<file path="config.mk">
export PLATFORM = sky130hd
export DESIGN_NAME = ypc_ctrl
export DESIGN_NICKNAME = d
export VERILOG_FILES = /design/src/rtl/ypc_pkg.sv /design/src/rtl/ypc_decode.sv /design/src/rtl/ypc_ctrl.sv
export SDC_FILE = /design/constraint.sdc
export NUM_CORES = 1
export LEC_CHECK = 0
export BUFFER_PORTS_ARGS = -buffer_cell sky130_fd_sc_hd__buf_4
export CAP_MARGIN = 10
export CORE_ASPECT_RATIO = 1.2
export CORE_MARGIN = 10
export CORE_UTILIZATION = 54
export DETAILED_ROUTE_END_ITERATION = 10
export GPL_TIMING_DRIVEN = 0
export HOLD_SLACK_MARGIN = 0.02
export PLACE_DENSITY_LB_ADDON = 0.15
export SYNTH_ARGS = -nofsm -noshare
export SYNTH_HDL_FRONTEND = slang
export SYNTH_SLANG_ARGS = --single-unit
export TNS_END_PERCENT = 30
</file>
<file path="constraint.sdc">
create_clock -name clk -period 3.8 [get_ports clk]
set_input_delay 0.38 -clock clk [delete_from_list [all_inputs] [get_ports clk]]
set_output_delay 0.38 -clock clk [all_outputs]
set_load 0.05 [all_outputs]
</file>
<file path="src/rtl/ypc_pkg.sv">
// Shared constants and types for the ypc_ctrl PC/control sequencer.
package ypc_pkg;

   localparam logic [6:0] OP_R      = 7'h33;
   localparam logic [6:0] OP_LOAD   = 7'h03;
   localparam logic [6:0] OP_OPIMM  = 7'h13;
   localparam logic [6:0] OP_STORE  = 7'h23;
   localparam logic [6:0] OP_BRANCH = 7'h63;
   localparam logic [6:0] OP_JAL    = 7'h6F;

   localparam logic [2:0] ALU_AND = 3'b000;
   localparam logic [2:0] ALU_OR  = 3'b001;
   localparam logic [2:0] ALU_ADD = 3'b010;
   localparam logic [2:0] ALU_SUB = 3'b110;

   typedef enum logic [2:0] {
      ST_IDLE   = 3'd0,
      ST_FETCH  = 3'd1,
      ST_EXEC   = 3'd2,
      ST_COMMIT = 3'd3,
      ST_HALT   = 3'd4
   } state_t;

   typedef struct packed {
      logic       reg_write;
      logic       mem_write;
      logic       alu_src;
      logic       mem_read;
      logic       mem2reg;
      logic [2:0] alu_op;
   } ctrl_t;

   localparam ctrl_t CTRL_NOP = ctrl_t'(8'h00);

   // Offsets from yID are in words; scale to bytes and wrap at 32 bits.
   function automatic logic [31:0] word_offset(input logic [31:0] base, input logic [31:0] off);
      return base + {off[29:0], 2'b00};
   endfunction

endpackage

</file>
<file path="src/rtl/ypc_decode.sv">
// Combinational opcode decoder: instruction word to control bundle and class flags.
module ypc_decode
   import ypc_pkg::*;
(
   input  logic [31:0] ir,
   output ctrl_t       ctrl,
   output logic        is_branch,
   output logic        is_jal,
   output logic        is_legal
);

   logic unused_ir_s;

   // Only the opcode, funct3 and bit 30 steer decode.
   always_comb begin
      unused_ir_s = ^{ir[31], ir[29:15], ir[11:7]};
   end

   // Opcode table; anything unrecognised decodes as a NOP and is flagged illegal.
   always_comb begin
      ctrl      = CTRL_NOP;
      is_branch = 1'b0;
      is_jal    = 1'b0;
      is_legal  = 1'b1;
      case (ir[6:0])
         OP_R: begin
            ctrl.reg_write = 1'b1;
            case (ir[14:12])
               3'b000:  ctrl.alu_op = ir[30] ? ALU_SUB : ALU_ADD;
               3'b110:  ctrl.alu_op = ALU_OR;
               3'b111:  ctrl.alu_op = ALU_AND;
               default: ctrl.alu_op = ALU_ADD;
            endcase
         end
         OP_LOAD: begin
            ctrl.reg_write = 1'b1;
            ctrl.alu_src   = 1'b1;
            ctrl.mem_read  = 1'b1;
            ctrl.mem2reg   = 1'b1;
            ctrl.alu_op    = ALU_ADD;
         end
         OP_OPIMM: begin
            ctrl.reg_write = 1'b1;
            ctrl.alu_src   = 1'b1;
            ctrl.alu_op    = ALU_ADD;
         end
         OP_STORE: begin
            ctrl.mem_write = 1'b1;
            ctrl.alu_src   = 1'b1;
            ctrl.alu_op    = ALU_ADD;
         end
         OP_BRANCH: begin
            ctrl.alu_op = ALU_SUB;
            is_branch   = 1'b1;
         end
         OP_JAL: begin
            ctrl.reg_write = 1'b1;
            ctrl.alu_src   = 1'b1;
            ctrl.alu_op    = ALU_ADD;
            is_jal         = 1'b1;
         end
         default: begin
            is_legal = 1'b0;
         end
      endcase
   end

endmodule

</file>
<file path="src/rtl/ypc_ctrl.sv">
// PC register and fetch/exec/commit sequencer driving yIF and the datapath controls.
module ypc_ctrl
   import ypc_pkg::*;
#(
   parameter logic [31:0] ENTRY     = 32'h28,
   parameter int unsigned MAX_INSNS = 43
)(
   input  logic        clk,
   input  logic        rst_n,
   input  logic        start,
   input  logic [31:0] ins,
   input  logic [31:0] pcp4,
   input  logic [31:0] imm,
   input  logic [31:0] jtarget,
   input  logic        zero,
   output logic [31:0] pc,
   output logic        reg_write,
   output logic        mem_write,
   output logic        alu_src,
   output logic        mem_read,
   output logic        mem2reg,
   output logic [2:0]  alu_op,
   output logic [15:0] insn_count,
   output logic        illegal,
   output logic        done
);

   state_t      state_r;
   logic [31:0] ir_r;
   logic [31:0] dec_in_s;
   ctrl_t       dec_ctrl_s;
   logic        dec_branch_s;
   logic        dec_jal_s;
   logic        dec_legal_s;
   logic [31:0] next_pc_s;
   logic [15:0] count_inc_s;
   logic        halt_s;

   // Decode the incoming word during FETCH so controls land on the FETCH->EXEC edge.
   always_comb begin
      dec_in_s = (state_r == ST_FETCH) ? ins : ir_r;
   end

   ypc_decode u_decode (
      .ir        (dec_in_s),
      .ctrl      (dec_ctrl_s),
      .is_branch (dec_branch_s),
      .is_jal    (dec_jal_s),
      .is_legal  (dec_legal_s)
   );

   // Next-PC selection, count saturation and halt condition for the COMMIT edge.
   always_comb begin
      next_pc_s = pcp4;
      if (dec_branch_s && zero) begin
         next_pc_s = word_offset(pc, imm);
      end else if (dec_jal_s) begin
         next_pc_s = word_offset(pc, jtarget);
      end else begin
         next_pc_s = pcp4;
      end
      count_inc_s = (insn_count == 16'hFFFF) ? insn_count : insn_count + 16'd1;
      halt_s      = (MAX_INSNS != 32'd0) && (32'(count_inc_s) == MAX_INSNS);
   end

   // Sequencer FSM with registered PC, controls and status.
   always_ff @(posedge clk or negedge rst_n) begin
      if (!rst_n) begin
         state_r    <= ST_IDLE;
         ir_r       <= 32'h0;
         pc         <= ENTRY;
         reg_write  <= 1'b0;
         mem_write  <= 1'b0;
         alu_src    <= 1'b0;
         mem_read   <= 1'b0;
         mem2reg    <= 1'b0;
         alu_op     <= 3'b000;
         insn_count <= 16'h0;
         illegal    <= 1'b0;
         done       <= 1'b0;
      end else begin
         case (state_r)
            ST_IDLE: begin
               state_r <= start ? ST_FETCH : ST_IDLE;
            end
            ST_FETCH: begin
               ir_r     <= ins;
               alu_src  <= dec_ctrl_s.alu_src;
               mem_read <= dec_ctrl_s.mem_read;
               mem2reg  <= dec_ctrl_s.mem2reg;
               alu_op   <= dec_ctrl_s.alu_op;
               state_r  <= ST_EXEC;
            end
            ST_EXEC: begin
               reg_write <= dec_ctrl_s.reg_write;
               mem_write <= dec_ctrl_s.mem_write;
               state_r   <= ST_COMMIT;
            end
            ST_COMMIT: begin
               pc         <= next_pc_s;
               insn_count <= count_inc_s;
               illegal    <= illegal | ~dec_legal_s;
               reg_write  <= 1'b0;
               mem_write  <= 1'b0;
               alu_src    <= 1'b0;
               mem_read   <= 1'b0;
               mem2reg    <= 1'b0;
               alu_op     <= 3'b000;
               done       <= halt_s;
               state_r    <= halt_s ? ST_HALT : ST_FETCH;
            end
            ST_HALT: begin
               state_r <= ST_HALT;
            end
            default: begin
               state_r <= ST_IDLE;
            end
         endcase
      end
   end

endmodule

</file>
==> results of run 1 <==
-- sequential cells by signal (all words and copies together), names as in the netlist --
| name | count |
|---|---|
| alu_src | 1 |
| ir_r | 11 |
| illegal | 1 |
| state_r | 3 |
| mem_read | 1 |
| reg_write | 1 |
| pc | 32 |
| done | 1 |
| insn_count | 16 |
| alu_op | 3 |
| mem_write | 1 |
-- metrics by stage --
step / utilization [%] / cell area (sq um) / cells / setup slack (ns) / total power, W
2_1_floorplan: - / 6720 / 826 / 0.331 / 0.00490
3_3_place_gp: 67.0 / 8150 / 1151 / 0.153 / 0.00615
3_5_place_dp: 67.0 / 8150 / 1151 / 0.135 / 0.00620
4_1_cts: 69.4 / 8450 / 1167 / 0.132 / 0.00709
5_1_grt: 69.5 / 8450 / 1167 / 0.00115 / 0.00766
6_report: 69.5 / 8450 / 1167 / 0.108 / 0.00715
-- area by class of cell --
type                       instances  area share, %
multi-input combinational        706           56.2
clock inverter                     7          0.844
clock buffer                       9           2.66
inverter                          16          0.710
timing repair buffer             164           14.6
buffer                            33           1.58
sequential                        71           21.0
tap                              161           2.38
-- report_power, final --
| part | switching [W] | internal (W) | leakage [nW] |
|---|---|---|---|
| Sequential | 0.000330 | 0.00105 | 0.878 |
| Clock | 0.000388 | 0.000463 | 0.146 |
| Combinational | 0.00308 | 0.00184 | 2.94 |
| Total | 0.00380 | 0.00335 | 3.97 |
-- metal layers --
layer | vias to the layer above | GRT usage, % | routed length [um]
li1 | 3456 | - | -
met1 | 3340 | 29.8 | 9040
met2 | 306 | 42.4 | 10900
met3 | 56 | 7.11 | 2050
met4 | 0 | 9.30 | 635
met5 | - | 0 | 0
-- cells in the final DEF, fill, tap and decap left out, types with 5 or more instances in the layout --
cell,n
nand2b_1,11
mux2i_1,11
xnor2_1,31
ha_1,59
or3_1,6
and2_1,10
nand2_1,101
nor2_1,58
xor2_1,20
and4_1,7
buf_2,5
a31oi_1,15
buf_4,165
nand4_1,10
inv_1,16
and3_1,16
o31ai_1,11
clkbuf_1,27
mux2_2,10
nand3_1,22
a211oi_1,12
dfrtp_1,69
nor2b_1,10
o211ai_1,12
or2_2,7
clkbuf_16,9
o21ai_0,64
o21bai_1,6
a21o_1,24
nor3_1,23
o21a_1,12
a21oi_1,60
-- logic make-up after synthesis --
logic type | Yosys count | share of synthesized area (%)
compound gates | 277 | 27.5
simple gates | 296 | 21.6
flops | 71 | 26.5
mux | 21 | 3.32
buf+inv | 49 | 2.89
xor+xnor | 51 | 6.65
fa+ha+maj | 61 | 11.6
-- worst max-delay path by stage --
stage	slack (ns)	to	start
floorplan	0.33	pc[26]$_DFFE_PN0P_	pc[2]$_DFFE_PN0P_
global placement	0.15	pc[26]$_DFFE_PN0P_	imm[0]
finish	0.11	pc[26]$_DFFE_PN0P_	pc[2]$_DFFE_PN0P_
CTS	0.13	pc[30]$_DFFE_PN0P_	pc[2]$_DFFE_PN0P_
detailed placement	0.13	pc[26]$_DFFE_PN0P_	imm[0]
global route	0.001	pc[28]$_DFFE_PN0P_	pc[2]$_DFFE_PN0P_
==> impl_metrics.sql, run 1 <==
INSERT INTO impl_metrics (metric_group, metric, value, unit) VALUES
('setup_path', 'worst_path_dominant_cell_family', 'compound AO/OA/AOI/OAI gates', ''),
('timing', 'relSlewSlack', '37.0', '%'),
('timing', 'setup_viol', '0', ''),
('global_route', 'globalRouteTotalUtil', '25.3', '%'),
('synthesis', 'yosys-top-cells-area', 'dfrtp_1 26%, ha_1 11%, nand2_1 5.6%', ''),
('run', 'max_cap_viol_count', '0', ''),
('timing', 'fin_crit_sh', '97.2', '%'),
('min_path', 'worstHoldPathType', 'input port to async pin', ''),
('power', 'vdd_ir_drop_max', '450', 'uV'),
('timing', 'hold-worst-slack', '0.167', 'ns'),
('place', 'gp_routability_congestion', '0.951', ''),
('clocking', 'cts_buffers', '9', ''),
('floorplan', 'area_of_the_placeable_core', '12200', 'sq um'),
('timing', 'fmax_achieved', '0.271', 'GHz'),
('layout', 'post_route_cells_drive_above_1_share', '21.8', '%'),
('setup_path', 'critPathRequiredTime', '4.03', 'ns'),
('drt', 'drt_first_iter_violations', '462', ''),
('drt', 'route.detailed.vias_per_inst', '6.13', ''),
('global_route', 'grt_pass1_vias', '6967', ''),
('clocking', 'ctsHtreeMaxLevel', '3', ''),
('drt', 'num_vias', '7158', ''),
('drt', 'remaining_drc_errors', '0', ''),
('layout', 'final.fill_count', '1055', ''),
('synthesis', 'ys.flop_type', 'dfrtp_1', ''),
('clocking', 'post_cts_resized', '0', ''),
('floorplan', 'pin_count', '190', ''),
('floorplan', 'design.die.area', '17300', 'sq um'),
('timing', 'period_minus_slack', '3.69', 'ns'),
('floorplan', 'chipHeight', '142', 'um'),
('place', 'dp_wirelength', '17600', 'um'),
('floorplan', 'start_util', '55.2', '%'),
('synthesis', 'netlist_top_cells_count', '101 x nand2_1, 69 x dfrtp_1, 64 x o21ai_0', ''),
('clocking', 'clkSinkCount', '71', ''),
('global_route', 'grt_antenna_before_repair', '0', ''),
('setup_path', 'setup.worst_path.start_class', 'register', ''),
('synthesis', 'yosysWarnings', '0', ''),
('clocking', 'clk-insertion-delay-late', '0.35', 'ns'),
('synthesis', 'synthArstFlopShare', '100', '%'),
('setup_path', 'timing.critical_path.slowest_cell_delay', '0.43', 'ns'),
('timing', 'rsz_0062_raised_after_global_routing', 'no', ''),
('place', 'numPortBuffers', '164', ''),
('clocking', 'cts_setup_buffers', '0', ''),
('layout', 'area.sequential', '1780', 'sq um'),
('drt', 'ant_nets', '0', ''),
('setup_path', 'cp_num_cells', '11', ''),
('clocking', 'post_cts_hold_buffer_count', '0', ''),
('synthesis', 'synth_nets', '1019', ''),
('layout', 'diodes', '0', ''),
('synthesis', 'post-synth-top-count-cell', 'nand2_1', ''),
('clocking', 'ctsRootBufferMaster', 'clkbuf_16', ''),
('clocking', 'tritoncts', 'built', ''),
('synthesis', 'synth_edf_count', '0', ''),
('synthesis', 'yosys.area.top_type_share', '25.7', '%'),
('setup_path', 'endpoint_kind', 'register', ''),
('setup_path', 'crit-reg2reg-launch', 'pc[2]$_DFFE_PN0P_', ''),
('status', 'run_status', 'finished clean', ''),
('setup_path', 'cp_data_arrival_time', '3.92', 'ns'),
('synthesis', 'sequential_share_of_the_synthesized_area', '26.5', '%'),
('power', 'leakagePower', '3.97', 'nW'),
('setup_path', 'crit_path_cells', 'ha_1 -> fa_1 -> a21o_2 -> a311o_1 -> a21o_1 -> a311o_1 -> o311ai_4 -> nand3_1 -> a211oi_1 -> o31ai_1 -> o31a_1', ''),
('floorplan', 'rows', '44', ''),
('synthesis', 'synthDistinctLibCells', '72', ''),
('global_route', 'grt_max_degree', '72', ''),
('synthesis', 'ys_seq_elements', '71', ''),
('timing', 'final.setup_skew', '0.0104', 'ns'),
('floorplan', 'die_w', '122', 'um'),
('timing', 'report.final.slew_viol_count', '0', ''),
('timing', 'worst-slew-pin-transition', '0.945', 'ns'),
('setup_path', 'crit_type', 'register to register', ''),
('setup_path', 'rr_worst_depth', '11', ''),
('clocking', 'cts.path.max_buffers', '2', '');
(Power assumes the default switching activity.)
==> inputs of run 2 (changes only) <==
--- a/config.mk
+++ b/config.mk
@@ -7,7 +7,7 @@
 export LEC_CHECK = 0
 export BUFFER_PORTS_ARGS = -buffer_cell sky130_fd_sc_hd__buf_4
 export CAP_MARGIN = 10
-export CORE_ASPECT_RATIO = 1.2
+export CORE_ASPECT_RATIO = 0.5
 export CORE_MARGIN = 10
 export CORE_UTILIZATION = 54
 export DETAILED_ROUTE_END_ITERATION = 10
==> run 2 against run 1 <==
Net effect:
- clock-buffer cell count increased by 2
- final cell count increased by 0.43%
- core utilization increased by 1.5 points
- sequential share of layout area decreased by 0.11 points
- clock power decreased by 3.9%
- critical path type unchanged
- first-iteration DRC count increased by 66%
- setup slack improved by 0.029 ns
==> impl_metrics.sql, run 2 (synthesis gave the netlist of run 1 again) <==
INSERT INTO impl_metrics (metric_group, metric, value, unit) VALUES
('floorplan', 'design.die.area', '17600', 'sq um'),
('global_route', 'grt_remaining_overflow', '0', ''),
('global_route', 'globalRouteTotalUtil', '25.6', '%'),
('drt', 'wire_per_inst', '20.0', 'um'),
('floorplan', 'pin_count', '190', ''),
('power', 'vdd_ir_drop_max', '602', 'uV'),
('floorplan', 'chipHeight', '98.9', 'um'),
('clocking', 'ctsHtreeMaxLevel', '3', ''),
('floorplan', 'start_util', '56.1', '%'),
('drt', 'drt-met1-wl', '9950', 'um'),
('timing', 'timing.setup.tns', '0', 'ns'),
('timing', 'worst-slew-pin-transition', '0.956', 'ns'),
('layout', 'layout_common_cells', '166 x buf_4, 101 x nand2_1, 69 x dfrtp_1', ''),
('setup_path', 'cp_data_arrival_time', '3.88', 'ns'),
('timing', 'finalHoldViolCount', '0', ''),
('global_route', 'grt_max_degree', '72', ''),
('setup_path', 'timing.critical_path.slowest_cell_delay', '0.45', 'ns'),
('layout', 'post_route_cells_drive_above_1_share', '22.5', '%'),
('layout', 'largest_register', 'pc', ''),
('layout', 'reg.largest.list', 'pc (32), insn_count (16), ir_r (11)', ''),
('setup_path', 'setup.worst_path.start', 'pc[2]$_DFFE_PN0P_', ''),
('setup_path', 'crit-reg2reg-launch', 'pc[2]$_DFFE_PN0P_', ''),
('status', 'run_status', 'finished clean', ''),
('setup_path', 'critical-path-slowest-cell', 'a311o_1', ''),
('setup_path', 'worst_path_dominant_cell_family', 'compound AO/OA/AOI/OAI gates', ''),
('drt', 'met3RoutedLength', '2540', 'um'),
('run', 'max_cap_viol_count', '0', ''),
('setup_path', 'critPathRequiredTime', '4.02', 'ns'),
('layout', 'most_frequent_standard_cell_in_the_layout_excluding_fill_and_tap_cells', 'buf_4', ''),
('timing', 'period_minus_slack', '3.66', 'ns'),
('drt', 'ant_nets', '0', ''),
('global_route', 'grt_first_pass_wirelength', '36500', 'um'),
('clocking', 'cts.reportedPaths.clkPinSlew', '0.06', 'ns'),
('clocking', 'tritoncts', 'built', ''),
('timing', 'rsz_0062_raised_after_global_routing', 'no', ''),
('timing', 'fin_crit_sh', '96.4', '%'),
('clocking', 'cts.path.max_buffers', '2', ''),
('setup_path', 'crit_path_max_fanout', '4', ''),
('setup_path', 'crit_path_cells', 'ha_2 -> fa_2 -> a21o_2 -> a311o_1 -> a21o_1 -> a311o_1 -> o311ai_4 -> nand3_2 -> a211oi_4 -> o31ai_1 -> o31a_1', ''),
('layout', 'area_growth_from_synthesis_to_layout', '26.5', '%'),
('clocking', 'clkSinkCount', '71', ''),
('drt', 'met2RoutedLength', '10600', 'um'),
('drt', 'top_layer', 'met4', ''),
('floorplan', 'area_of_the_placeable_core', '12000', 'sq um'),
('setup_path', 'endpoint_kind', 'register', ''),
('drt', 'route.detailed.vias_per_inst', '6.21', ''),
('power', 'leakagePower', '3.97', 'nW'),
('floorplan', 'rows', '28', ''),
('timing', 'final.setup_skew', '0.0109', 'ns'),
('clocking', 'clk-insertion-delay-late', '0.35', 'ns'),
('layout', 'number_of_flip_flops_in_the_largest_register', '32', ''),
('setup_path', 'setup.worst_path.start_class', 'register', ''),
('drt', 'num_vias', '7279', ''),
('global_route', 'grt_pass1_vias', '6961', ''),
('place', 'dp_wirelength', '18200', 'um'),
('place', 'numPortBuffers', '164', ''),
('layout', 'nNetsFinal', '1195', ''),
('timing', 'setup_viol', '0', ''),
('power', 'pwr_dens', '852', 'nW/um^2'),
('clocking', 'post_cts_hold_buffer_count', '0', ''),
('layout', 'diodes', '0', ''),
('timing', 'hold-worst-slack', '0.171', 'ns'),
('floorplan', 'die_w', '178', 'um'),
('timing', 'report.final.slew_viol_count', '0', ''),
('timing', 'fmax_achieved', '0.273', 'GHz'),
('setup_path', 'crit_type', 'register to register', ''),
('drt', 'remaining_drc_errors', '0', ''),
('setup_path', 'critical_path.n_buffers_inverters', '0', ''),
('min_path', 'worstHoldPathType', 'input port to async pin', ''),
('drt', 'firstDrtPassIters', '5', ''),
('place', 'gp_routability_congestion', '0.956', ''),
('clocking', 'ctsRootBufferMaster', 'clkbuf_16', ''),
('clocking', 'cts_buffers', '9', ''),
('timing', 'relSlewSlack', '36.3', '%'),
('setup_path', 'path_common_cell', 'a311o_1', ''),
('global_route', 'grt_antenna_before_repair', '0', ''),
('drt', 'drt_first_iter_violations', '765', ''),
('drt', 'routed_wl', '23400', 'um');
==> run 2: final cells by class <==
| class | instances | area [sq um] |
|---|---|---|
| sequential | 71 | 1780 |
| buffer | 33 | 134 |
| tap | 165 | 206 |
| timing repair buffer | 165 | 1240 |
| clock inverter | 5 | 35.0 |
| clock buffer | 11 | 243 |
| fill | 1029 | 3480 |
| inverter | 16 | 60.1 |
| multi-input combinational | 706 | 4800 |
==> run 2: report_power, final <==
group,switching (W),internal [W]
logic,0.00317,0.00188
clock network,0.000357,0.000461
registers,0.000330,0.00105
==> run 2: layer usage <==
layer / up-vias / track usage [%]
li1: 3443 / -
met1: 3448 / 32.9
met2: 352 / 41.0
met3: 36 / 8.42
met4: 0 / 5.29
met5: - / 0
==> run 2: timing repair <==
item / in CTS / in global routing
pin swaps: 0 / 7
setup endpoints to repair: 1 / 4
resized for setup: 1 / 11
setup buffers: 0 / 1
==> run 2: path summary, 6_finish.rpt <==
path                       cells past startpoint                  end  slack, ns
setup / recovery                              11   pc[26]$_DFFE_PN0P_       0.14
hold / removal                                 1   ir_r[14]$_DFF_PN0_       0.17
setup reg to reg                              11   pc[26]$_DFFE_PN0P_       0.14
hold reg to reg                                2  illegal$_DFFE_PN0P_       0.47
max in group asynchronous                      1   pc[16]$_DFFE_PN0P_       2.99
min in group clk                               2    pc[1]$_DFFE_PN0P_       0.27
==> run 2: worst reg2reg max path: cells and delay by family, from the launching register on <==
kind	cells	cell delay, ns
AOI/OAI and AO/OA	8	2.38
adders and majority gates	2	0.57
DFF	1	0.42
and+or+nand+nor	1	0.18
==> run 2: metrics by stage <==
stage	utilization, %	total power [W]	std cells	instance area (sq um)	setup WS (ns)
after floorplan	-	0.00490	826	6720	0.331
after global placement	68.1	0.00614	1155	8160	-0.00593
after detailed placement	68.1	0.00623	1155	8160	-0.0595
after CTS	70.4	0.00708	1171	8440	0.0677
after global routing	70.9	0.00776	1172	8500	0.0343
final	70.9	0.00724	1172	8500	0.137
